==> src/rtl/alu_mul_seq_pkg.sv <==
// Shared constants for the sequential shift-and-add multiplier and its ALU.
package alu_mul_seq_pkg;

    localparam int unsigned WIDTH = 16;
    localparam int unsigned CNT_W = 4;

    // ALU control word, MSB first: zx, nx, zy, ny, f, no
    localparam logic [5:0] ALU_CTL_ADD   = 6'b000010;
    localparam logic [5:0] ALU_CTL_PASSX = 6'b001100;

    // Last shift step; the update made at this count ends the operation
    localparam logic [CNT_W-1:0] CNT_LAST = 4'd15;

    typedef logic [1:0] state_t;

    localparam state_t ST_IDLE = 2'd0;
    localparam state_t ST_RUN  = 2'd1;
    localparam state_t ST_DONE = 2'd2;

endpackage

==> src/rtl/alu_mul_seq_alu.sv <==
// Team 16-bit ALU: optional zero/negate on each operand, add or AND, optional
// negate of the result, plus zero and negative flags.
module alu_mul_seq_alu
    import alu_mul_seq_pkg::*;
(
    input  logic [WIDTH-1:0] i_x,
    input  logic [WIDTH-1:0] i_y,
    input  logic [5:0]       i_ctl,
    output logic [WIDTH-1:0] o_out,
    output logic             o_zr,
    output logic             o_ng
);

    logic [WIDTH-1:0] w_x;
    logic [WIDTH-1:0] w_y;
    logic [WIDTH-1:0] w_f;

    // Operand conditioning, function select and output negation
    always_comb begin
        w_x = i_ctl[5] ? '0 : i_x;
        w_x = i_ctl[4] ? ~w_x : w_x;
        w_y = i_ctl[3] ? '0 : i_y;
        w_y = i_ctl[2] ? ~w_y : w_y;
        w_f = i_ctl[1] ? (w_x + w_y) : (w_x & w_y);
        o_out = i_ctl[0] ? ~w_f : w_f;
        o_zr  = (o_out == '0);
        o_ng  = o_out[WIDTH-1];
    end

endmodule

==> src/rtl/alu_mul_seq.sv <==
// Sequential 16x16 -> 16 multiplier. Shift-and-add over up to 16 steps,
// reusing the shared ALU both for accumulation and for the final flag pass.
module alu_mul_seq
    import alu_mul_seq_pkg::*;
(
    input  logic             clk,
    input  logic             rst_n,
    input  logic             start,
    input  logic [WIDTH-1:0] a,
    input  logic [WIDTH-1:0] b,
    output logic             busy,
    output logic             done,
    output logic [WIDTH-1:0] product,
    output logic             zr,
    output logic             ng
);

    state_t           r_state;
    logic [WIDTH-1:0] r_acc;
    logic [WIDTH-1:0] r_mcand;
    logic [WIDTH-1:0] r_mplier;
    logic [CNT_W-1:0] r_cnt;
    logic [WIDTH-1:0] r_product;
    logic             r_zr;
    logic             r_ng;

    logic [5:0]       w_alu_ctl;
    logic [WIDTH-1:0] w_alu_out;
    logic             w_alu_zr;
    logic             w_alu_ng;

    // ALU adds acc+mcand except in DONE, where it passes acc to derive flags
    always_comb begin
        w_alu_ctl = (r_state == ST_DONE) ? ALU_CTL_PASSX : ALU_CTL_ADD;
    end

    alu_mul_seq_alu u_alu (
        .i_x   (r_acc),
        .i_y   (r_mcand),
        .i_ctl (w_alu_ctl),
        .o_out (w_alu_out),
        .o_zr  (w_alu_zr),
        .o_ng  (w_alu_ng)
    );

    // Control FSM and datapath registers
    always_ff @(posedge clk) begin
        if (!rst_n) begin
            r_state   <= ST_IDLE;
            r_acc     <= '0;
            r_mcand   <= '0;
            r_mplier  <= '0;
            r_cnt     <= '0;
            r_product <= '0;
            r_zr      <= 1'b0;
            r_ng      <= 1'b0;
        end else begin
            case (r_state)
                ST_IDLE: begin
                    if (start) begin
                        r_mcand  <= a;
                        r_mplier <= b;
                        r_acc    <= '0;
                        r_cnt    <= '0;
                        r_state  <= ST_RUN;
                    end
                end
                ST_RUN: begin
                    // No multiplier bits left means no further additions
                    if (r_mplier == '0) begin
                        r_state <= ST_DONE;
                    end else begin
                        if (r_mplier[0]) begin
                            r_acc <= w_alu_out;
                        end
                        r_mcand  <= r_mcand << 1;
                        r_mplier <= r_mplier >> 1;
                        r_cnt    <= r_cnt + 4'd1;
                        if (r_cnt == CNT_LAST) begin
                            r_state <= ST_DONE;
                        end
                    end
                end
                ST_DONE: begin
                    r_product <= w_alu_out;
                    r_zr      <= w_alu_zr;
                    r_ng      <= w_alu_ng;
                    r_state   <= ST_IDLE;
                end
                default: begin
                    r_state <= ST_IDLE;
                end
            endcase
        end
    end

    // Status outputs decoded from state
    always_comb begin
        busy    = (r_state == ST_RUN) || (r_state == ST_DONE);
        done    = (r_state == ST_DONE);
        product = r_product;
        zr      = r_zr;
        ng      = r_ng;
    end

endmodule

==> config.mk <==
export PLATFORM = sky130hd
export DESIGN_NAME = alu_mul_seq
export DESIGN_NICKNAME = d
export VERILOG_FILES = /design/src/rtl/alu_mul_seq_pkg.sv /design/src/rtl/alu_mul_seq_alu.sv /design/src/rtl/alu_mul_seq.sv
export SDC_FILE = /design/constraint.sdc
export NUM_CORES = 1
export LEC_CHECK = 0
export ABC_AREA = 1
export CAP_MARGIN = 25
export CORE_AREA = 2 2 87 110
export DETAILED_ROUTE_END_ITERATION = 16
export DIE_AREA = 0 0 89 112
export PLACE_DENSITY = 0.92
export SLEW_MARGIN = 15
export SYNTH_ARGS = -nofsm -noshare
export SYNTH_HDL_FRONTEND = slang
export SYNTH_HIERARCHICAL = 1
export SYNTH_SLANG_ARGS = --single-unit
export TNS_END_PERCENT = 100
==> constraint.sdc <==
create_clock -name clk -period 7.1 [get_ports clk]
set_input_delay 0.71 -clock clk [delete_from_list [all_inputs] [get_ports clk]]
set_output_delay 0.71 -clock clk [all_outputs]
set_load 0.1 [all_outputs]
==> impl_metrics.csv, run 1 <==
group,metric,value,unit
floorplan,core,8980,um^2
timing,fin_crit_sh,56.6,%
timing,rsz0062_at_grt,"false",
timing,relSlewSlack,31.5,%
floorplan,initial_core_util,61.3,%
layout,fillCellCount,741,
layout,areaGrowthSynthToFinish,14.8,%
synthesis,syn_inst,928,
clock_network,cts_hold_buf,0,
timing,fin_skew,0.00417,ns
synthesis,synthDistinctLibCells,32,
clock_network,cts_setup_buffers,0,
synthesis,yosys_warnings,6,
layout,diodes,0,
setup_path,cpPeakStageDelay,0.59,ns
global_routing,overflow,0,
setup_path,r2r_slack,3.08,ns
clock_network,cts_resized,0,
setup_path,start_kind,"flop",
floorplan,fp-row-count,39,
clock_network,cts.clk_slew.worst_paths,0.06,ns
route,via_count,5828,
layout,drive_above_1_share,5.94,%
route,finalWirelength,14700,um
setup_path,worstRegToRegCells,22,
clock_network,worstSkewPairLatency,0.33,ns
timing,fin_crit,4.02,ns
setup_path,crit_chain,"inv_1 > ha_1 > buf_4 > inv_1 > nand2_1 > xor2_1 > inv_1 > ha_1 > fa_1 > nand2_1 > nand3_1 > nand3_2 > nand2_2 > nand2_1 > nand3_1 > nand3_1 > nand2_1 > inv_1 > nand2_1 > inv_1 > nand4_1 > a21oi_1",
synthesis,synth.cell_area,5500,um^2
synthesis,synth_top_area_share,26.2,%
global_routing,grt_pass1_wl,23900,um
setup_path,cp-end-kind,"flop",
placement,gp_congestion,0.923,
setup_path,required,7.35,ns
hold_path,hold_path.class,"reg2reg",
route,wl_per_cell,13.5,um
placement,hpwlAfterDp,9940,um
clock_network,htreeDepth,3,
setup_path,path_buf_inv,6,
synthesis,ys_seq_elements,72,
synthesis,synth.avg_cell_area,5.93,um^2
global_routing,antenna_found_initial,0,
route,first_pass_iters,6,
timing,slew_violations,0,
placement,port_buffers,54,
clock_network,cts_made_buffers,9,
route,viasPerCell,5.39,
timing,finalHoldViolCount,0,
synthesis,ys.flop_type,"dfxtp_1",
clock_network,clockBufferDepth,2,
timing,tightest_slew,1.02,ns
clock_network,cts_tree,"built",
floorplan,ioPinCount,55,
setup_path,cpMaxStageDelayCell,"ha_1",
synthesis,synthArstFlopShare,0,%
floorplan,die_area,9970,um^2
floorplan,die_w,89,um
synthesis,synth.area.top_cells,"dfxtp_1 26%, nand2_1 22%, inv_1 7.7%",
setup_path,critPathKind,"reg2reg",
status,status,"complete, no violations",
route,drt_iter0_markers,492,
setup_path,cp.depth,22,
timing,setup-tns-final,0,ns
timing,finalSetupViolations,0,
setup_path,cp_max_fo,21,
synthesis,yosys.area.top_type,"dfxtp_1",
layout,nets,1010,
timing,fmax,0.249,GHz
route,ant_nets,0,
clock_network,cts_root_buf,"clkbuf_16",
global_routing,grtUsageTotal,30.1,%
route,route.detailed.drc,0,
synthesis,synth_edf_count,0,
global_routing,grt_max_degree,52,
setup_path,crit_family,"adder cells",
floorplan,dieHeight,112,um
clock_network,cts_sinks,72,
setup_path,cp.arrival,4.27,ns
synthesis,ys_seq_area_share,26.2,%
hold_path,hold_depth,2,
job,maxCapViolations,0,
global_routing,grt_pass1_vias,5312,
metrics by stage:
step / instance area (um^2) / setup WS (ns) / util, % / instances / hold slack (ns)
after floorplan: 5510 / 3.28 / - / 930 / 0.439
after global placement: 5990 / 3.33 / 66.7 / 1066 / 0.451
after detailed placement: 5990 / 3.20 / 66.7 / 1066 / 0.454
after CTS: 6310 / 3.13 / 70.3 / 1082 / 0.480
after global routing: 6310 / 2.71 / 70.3 / 1082 / 0.497
final: 6310 / 3.08 / 70.3 / 1082 / 0.479
final timing paths:
check / start / to
worst min register to register: r_mplier[12] / r_mplier[12]
worst min-delay path: r_mplier[12] / r_mplier[12]
worst max-delay path: r_state[0] / r_acc[6]
worst max register to register: r_state[0] / r_acc[6]
placed cells by master (no fill, tap or decap), types with 3 or more instances in the layout:
| cell type | instances |
|---|---|
| a21oi_1 | 50 |
| buf_4 | 4 |
| clkbuf_16 | 9 |
| clkdlybuf4s50_1 | 54 |
| conb_1 | 3 |
| dfxtp_1 | 72 |
| ha_1 | 20 |
| inv_1 | 113 |
| inv_2 | 6 |
| nand2_1 | 327 |
| nand2_2 | 10 |
| nand3_1 | 59 |
| nand3_2 | 7 |
| nand3_4 | 3 |
| nand4_1 | 30 |
| nor2_1 | 101 |
| nor2_2 | 6 |
| o21ai_0 | 32 |
| xor2_1 | 31 |
cell type report:
class / count / area (um^2) / area share, %
multi-input cells: 692 / 3370 / 53.4
flip-flops and latches: 72 / 1440 / 22.8
repair buffers: 58 / 571 / 9.04
inverters: 121 / 457 / 7.23
clock buffers: 11 / 243 / 3.84
well taps: 123 / 154 / 2.44
clock inverters: 5 / 80.1 / 1.27
per-layer routing:
metal	track usage (%)	vias up	share of wire, %
met4	16.1	0	4.7
met5	0	-	0
li1	-	2925	-
met3	4.00	48	6.1
met1	37.1	2626	40
met2	49.8	229	49
synth_stat cells, types with 2 or more instances:
library cell,count
xor2_1,31
nand3b_1,2
nand3_2,7
xnor2_1,2
nand2_1,327
clkbuf_1,24
nand4_1,30
nand2_2,10
buf_2,11
buf_4,4
ha_1,20
nand3_1,59
nor2_1,101
or2_2,2
nor2_2,6
inv_2,6
buf_6,6
inv_1,113
nand3_4,3
dfxtp_1,72
o21ai_0,32
a21oi_1,50
logic make-up (layout without fill, tap and decap cells):
family,Yosys count,after routing,synth area share [%]
simple gates,550,550,43.0
buf+inv,166,195,12.7
compound gates,85,85,7.84
flops,72,72,26.2
xor+xnor,33,33,5.25
fa+ha+maj,21,21,4.91
other cells,1,3,0.0681
sequential cells by signal, summed over array words and instances (netlist names):
name / flops
r_mplier: 16
r_cnt: 4
r_acc: 16
ng: 1
zr: 1
r_state: 2
r_mcand: 16
product: 16
worst reg2reg max path, cell delays in order, from the launching register on:
cell	delay, ns
dfxtp_1	0.31
inv_1	0.10
ha_1	0.59
buf_4	0.39
inv_1	0.27
nand2_1	0.14
xor2_1	0.14
inv_1	0.06
ha_1	0.26
fa_1	0.43
nand2_1	0.10
nand3_1	0.09
nand3_2	0.08
nand2_2	0.07
nand2_1	0.06
nand3_1	0.08
nand3_1	0.09
nand2_1	0.07
inv_1	0.12
nand2_1	0.09
inv_1	0.09
nand4_1	0.10
a21oi_1	0.19
Power of run 1 is left out: the tool's default activity adds up to more than one toggle a clock period on the data nets, which glitch-free logic cannot reach.
==> inputs of run 2 (changes only) <==
Settings changed: CORE_AREA 2 2 87 110 to 2 2 91 114, DIE_AREA 0 0 89 112 to 0 0 93 116, PLACE_DENSITY 0.92 to 0.86.
Clock period 7.1 ns to 3.8 ns, I/O delays scaled along.
==> run 2 against run 1 <==
Effect of this change: global-route usage is 2.9 points lower; count of clock-buffer cells in the layout is 1 lower; sequential share of layout area hardly changed; final area is 0.12% lower; via count is 2.5% lower; maximum frequency is 26% higher; critical path depth is 1 higher; flip-flop and latch count stayed put; highest routed layer unchanged; first-iteration DRC count is 35% lower.
==> impl_metrics.csv, run 2 (synthesis results as in run 1) <==
group,metric,value,unit
global_routing,grt_pass1_vias,5352,
layout,areaGrowthSynthToFinish,14.6,%
timing,slew_violations,0,
placement,hpwlAfterDp,9960,um
timing,rsz0062_at_grt,"false",
setup_path,crit_chain,"inv_1 > ha_2 > inv_1 > nand2_1 > xor2_1 > inv_1 > ha_1 > fa_1 > nand3_1 > nand2_1 > nand2_1 > nand2_1 > nand2_2 > nand2_1 > nand2_1 > nand3_1 > nand3_1 > nand2_1 > nor2_1 > nand2_1 > nor2_1 > nor2_1 > nor2_1",
layout,regArea,1440,um^2
timing,fin_skew,0.00758,ns
floorplan,die_w,93,um
route,viasPerCell,5.23,
floorplan,core,9610,um^2
setup_path,cpMaxStageDelayCell,"fa_1",
route,route.detailed.drc,0,
setup_path,rr_endpoint,"zr",
layout,diodes,0,
global_routing,overflow,0,
floorplan,die_area,10800,um^2
timing,finalHoldViolCount,0,
timing,fin_crit_sh,83.8,%
clock_network,cts_sinks,72,
setup_path,cp_max_fo,16,
clock_network,cts_hold_buf,0,
placement,dp_slack,0.646,ns
floorplan,dieHeight,116,um
clock_network,cts_resized,0,
timing,fmax,0.314,GHz
clock_network,cts_setup_buffers,0,
floorplan,initial_core_util,57.3,%
setup_path,path_buf_inv,3,
clock_network,worstSkewPairLatency,0.34,ns
route,via_count,5683,
hold_path,hold_path.class,"reg2reg",
layout,nets,1011,
placement,gp_congestion,0.961,
setup_path,r2r_slack,0.62,ns
timing,finalSetupViolations,0,
timing,tightest_slew,0.987,ns
route,finalWirelength,13800,um
layout,fillCellCount,876,
setup_path,worstRegToRegCells,23,
global_routing,antenna_found_initial,0,
clock_network,cts_root_buf,"clkbuf_16",
setup_path,crit_family,"simple AND/OR/NAND/NOR gates",
route,first_pass_iters,5,
hold_path,worstHoldStart,"r_acc[5]",
route,wl_per_cell,12.8,um
global_routing,grtUsageTotal,27.1,%
hold_path,min_to,"r_acc[5]",
setup_path,r2r_start,"r_state[0]",
layout,multi_input_area,3370,um^2
timing,relSlewSlack,34.0,%
setup_path,cpPeakStageDelay,0.44,ns
timing,fin_crit,3.18,ns
setup_path,start_kind,"flop",
setup_path,cp-end-kind,"flop",
timing,setup_ws,0.615,ns
clock_network,htreeDepth,3,
clock_network,cts_tree,"built",
setup_path,path_common_cell,"nand2_1",
floorplan,fp-row-count,40,
route,ant_nets,0,
clock_network,cts_made_buffers,9,
global_routing,grt_max_degree,52,
layout,drive_above_1_share,6.35,%
setup_path,critPathKind,"reg2reg",
setup_path,required,4.08,ns
timing,setup-tns-final,0,ns
layout,layout_commonest_cell,"nand2_1",
status,status,"complete, no violations",
floorplan,ioPinCount,55,
layout,final_cell_mix,"327 x nand2_1, 113 x inv_1, 101 x nor2_1",
placement,port_buffers,54,
clock_network,cts.clk_slew.worst_paths,0.06,ns
route,drt_iter0_markers,322,
clock_network,clockBufferDepth,2,
setup_path,cp.arrival,3.46,ns
job,maxCapViolations,0,
hold_path,hold_depth,2,
global_routing,grt_pass1_wl,23500,um
-- run 2: worst max-delay path by stage --
stage / startpoint / to / slack, ns / cells past startpoint
3_3_place_gp: r_state[0] / zr / 0.73 / 23
2_1_floorplan: r_state[0] / zr / 0.28 / 23
6_report: r_state[0] / zr / 0.62 / 23
3_5_place_dp: r_state[0] / zr / 0.65 / 23
5_1_grt: r_state[0] / zr / 0.12 / 23
4_1_cts: r_state[0] / zr / 0.62 / 23
-- run 2: tightest hold or removal path, stage by stage (launching register included) --
cell and delay, ns:
dfxtp_1 0.31, nand2_1 0.06, a21oi_1 0.05
-- run 2: cell type report --
cell class / count / share of cell area, %
Multi-Input combinational cell: 692 / 53.5
Sequential cell: 72 / 22.9
Timing Repair Buffer: 59 / 9.13
Inverter: 121 / 7.24
Clock buffer: 10 / 3.79
Tap cell: 126 / 2.50
Clock inverter: 6 / 1.03
-- run 2: per-layer routing --
metal,global-route usage [%],vias to the layer above,routed length [um]
met2,47.7,181,6740
met3,5.59,52,672
met5,0,-,0
li1,-,2925,-
met4,16.3,0,746
met1,30.1,2525,5690
-- run 2: stage by stage --
stage / hold slack, ns / instance area [um^2] / instances / util (%)
global route: 0.493 / 6310 / 1086 / 65.6
finish: 0.467 / 6310 / 1086 / 65.6
CTS: 0.465 / 6310 / 1086 / 65.6
global placement: 0.449 / 6000 / 1070 / 62.5
floorplan: 0.439 / 5510 / 930 / -
detailed placement: 0.456 / 6000 / 1070 / 62.5
Power of run 2 is left out for the same reason.
==> inputs of run 3 (changes only) <==
Settings changed: CORE_AREA 2 2 91 114 to 2 2 95 119, DIE_AREA 0 0 93 116 to 0 0 97 121, PLACE_DENSITY 0.86 to 0.84.
Clock period 3.8 ns to 2.58 ns, I/O delays scaled along.
==> run 3 against run 2 <==
Effect of this change: the run now ends with negative setup slack left; via count grew 15%; count of clock-buffer cells in the layout shrank 1; setup slack lost 1.1 ns; cell count grew 6.4%; flip-flop and latch count is the same; utilization grew 5.6 points; clock skew grew 0.0016 ns.
==> impl_metrics.csv, run 3 (synthesis results as in run 1) <==
group,metric,value,unit
setup_path,cp.arrival,3.32,ns
timing,finalHoldViolCount,0,
setup_path,cp-startpoint,"r_state[0]",
global_routing,antenna_found_initial,0,
clock_network,cts_hold_buf,0,
timing,rsz0062_at_grt,"true",
setup_path,path_buf_inv,4,
setup_path,required,2.85,ns
timing,tightest_slew,0.844,ns
floorplan,fp-row-count,42,
status,status,"finished with violations",
global_routing,grt_max_degree,52,
clock_network,cts.clk_slew.worst_paths,0.06,ns
timing,fin_crit_sh,118,%
timing,setup-tns-final,-4.28,ns
global_routing,grt_pass1_vias,5867,
floorplan,ioPinCount,55,
placement,hpwlAfterDp,10800,um
route,via_count,6543,
setup_path,cpPeakStageDelay,0.41,ns
placement,port_buffers,54,
floorplan,dieHeight,121,um
clock_network,cts_tree,"built",
setup_path,cp_max_fo,7,
clock_network,worstSkewPairLatency,0.34,ns
layout,final_cell_mix,"272 x nand2_1, 97 x inv_1, 88 x nor2_1",
layout,diodes,0,
layout,areaGrowthSynthToFinish,36.7,%
timing,fin_skew,0.00916,ns
timing,fin_crit,3.05,ns
floorplan,die_area,11700,um^2
route,wl_per_cell,16.0,um
clock_network,clockBufferDepth,2,
layout,fillCellCount,720,
setup_path,start_kind,"flop",
layout,layout_commonest_cell,"nand2_1",
layout,drive_above_1_share,27.5,%
timing,fmax,0.328,GHz
global_routing,grt_pass1_wl,26400,um
status,violations,"negative setup slack",
route,route.detailed.drc,0,
timing,relSlewSlack,43.6,%
setup_path,r2r_start,"r_state[0]",
route,ant_nets,0,
timing,finalSetupViolations,26,
setup_path,cp-end-kind,"flop",
route,first_pass_iters,6,
global_routing,met2_usage,51.3,%
floorplan,die_w,97,um
route,finalWirelength,18500,um
clock_network,cts_root_buf,"clkbuf_16",
route,viasPerCell,5.66,
hold_path,worstHoldStart,"r_acc[11]",
timing,slew_violations,0,
floorplan,initial_core_util,52.1,%
clock_network,cts_made_buffers,9,
timing,setup_ws,-0.472,ns
setup_path,path_common_cell,"nor2_1",
floorplan,core,10600,um^2
layout,nets,1075,
global_routing,gr-usage-met3,4.21,%
clock_network,htreeDepth,3,
global_routing,busiest_layer,"met2",
setup_path,crit_family,"simple AND/OR/NAND/NOR gates",
job,maxCapViolations,0,
global_routing,use_met1,28.8,%
clock_network,cts_sinks,72,
setup_path,cpMaxStageDelayCell,"fa_2",
global_routing,overflow,0,
global_routing,grtUsageTotal,27.1,%
setup_path,crit_chain,"inv_2 > ha_4 > buf_12 > xor2_1 > inv_1 > ha_4 > fa_2 > inv_2 > nand2_2 > nand3_2 > nand2_1 > nand2_1 > nand2_2 > nor2_1 > nand3_1 > nor2_2 > nand3_1 > nor2_1 > nand3_1 > nor2_1 > nor2_1 > nor2_1",
route,drt_iter0_markers,690,
placement,gp_congestion,0.998,
hold_path,hold_path.class,"reg2reg",
setup_path,critPathKind,"reg2reg",
run 3: metal layers:
layer  routed length (um)  part of all wire, %
met1                 6660                   36
met3                 1170                  6.3
met5                    0                    0
met4                 1330                  7.2
met2                 9300                   50
run 3: path summary, 6_finish.rpt:
check | endpoint | slack [ns] | cells past startpoint
setup / recovery | zr | -0.47 | 22
hold reg to reg | r_acc[11] | 0.47 | 2
hold / removal | r_acc[11] | 0.47 | 2
setup reg to reg | zr | -0.47 | 22
run 3: tightest hold or removal path: stages, from the launching register on:
cell	delay, ns
dfxtp_1	0.31
nand2_1	0.06
a21oi_1	0.05
run 3: layout make-up:
type | count | area, um^2 | share of cell area [%]
repair buffers | 122 | 1090 | 14.5
well taps | 132 | 165 | 2.20
flip-flops and latches | 72 | 1440 | 19.2
clock buffers | 9 | 225 | 2.99
clock inverters | 7 | 71.3 | 0.948
inverters | 121 | 464 | 6.17
repair inverters | 1 | 16.3 | 0.216
multi-input cells | 692 | 4040 | 53.8
run 3: metrics by stage:
stage	setup WS [ns]	cell area (um^2)	std cells	hold WS, ns	utilization, %
after global routing	-0.704	7520	1156	0.497	71.2
final	-0.472	7520	1156	0.470	71.2
after CTS	-0.100	7080	1142	0.467	67.0
after detailed placement	-0.193	6480	1118	0.458	61.4
after global placement	-0.113	6480	1118	0.455	61.4
after floorplan	-0.322	5720	930	0.429	-
run 3: timing repair:
action	in CTS	in global routing
cloned	1	1
pin swaps	23	71
setup buffers	7	16
endpoints found under the setup margin	22	28
gates resized for setup	52	103
Power of run 3 is left out for the same reason.
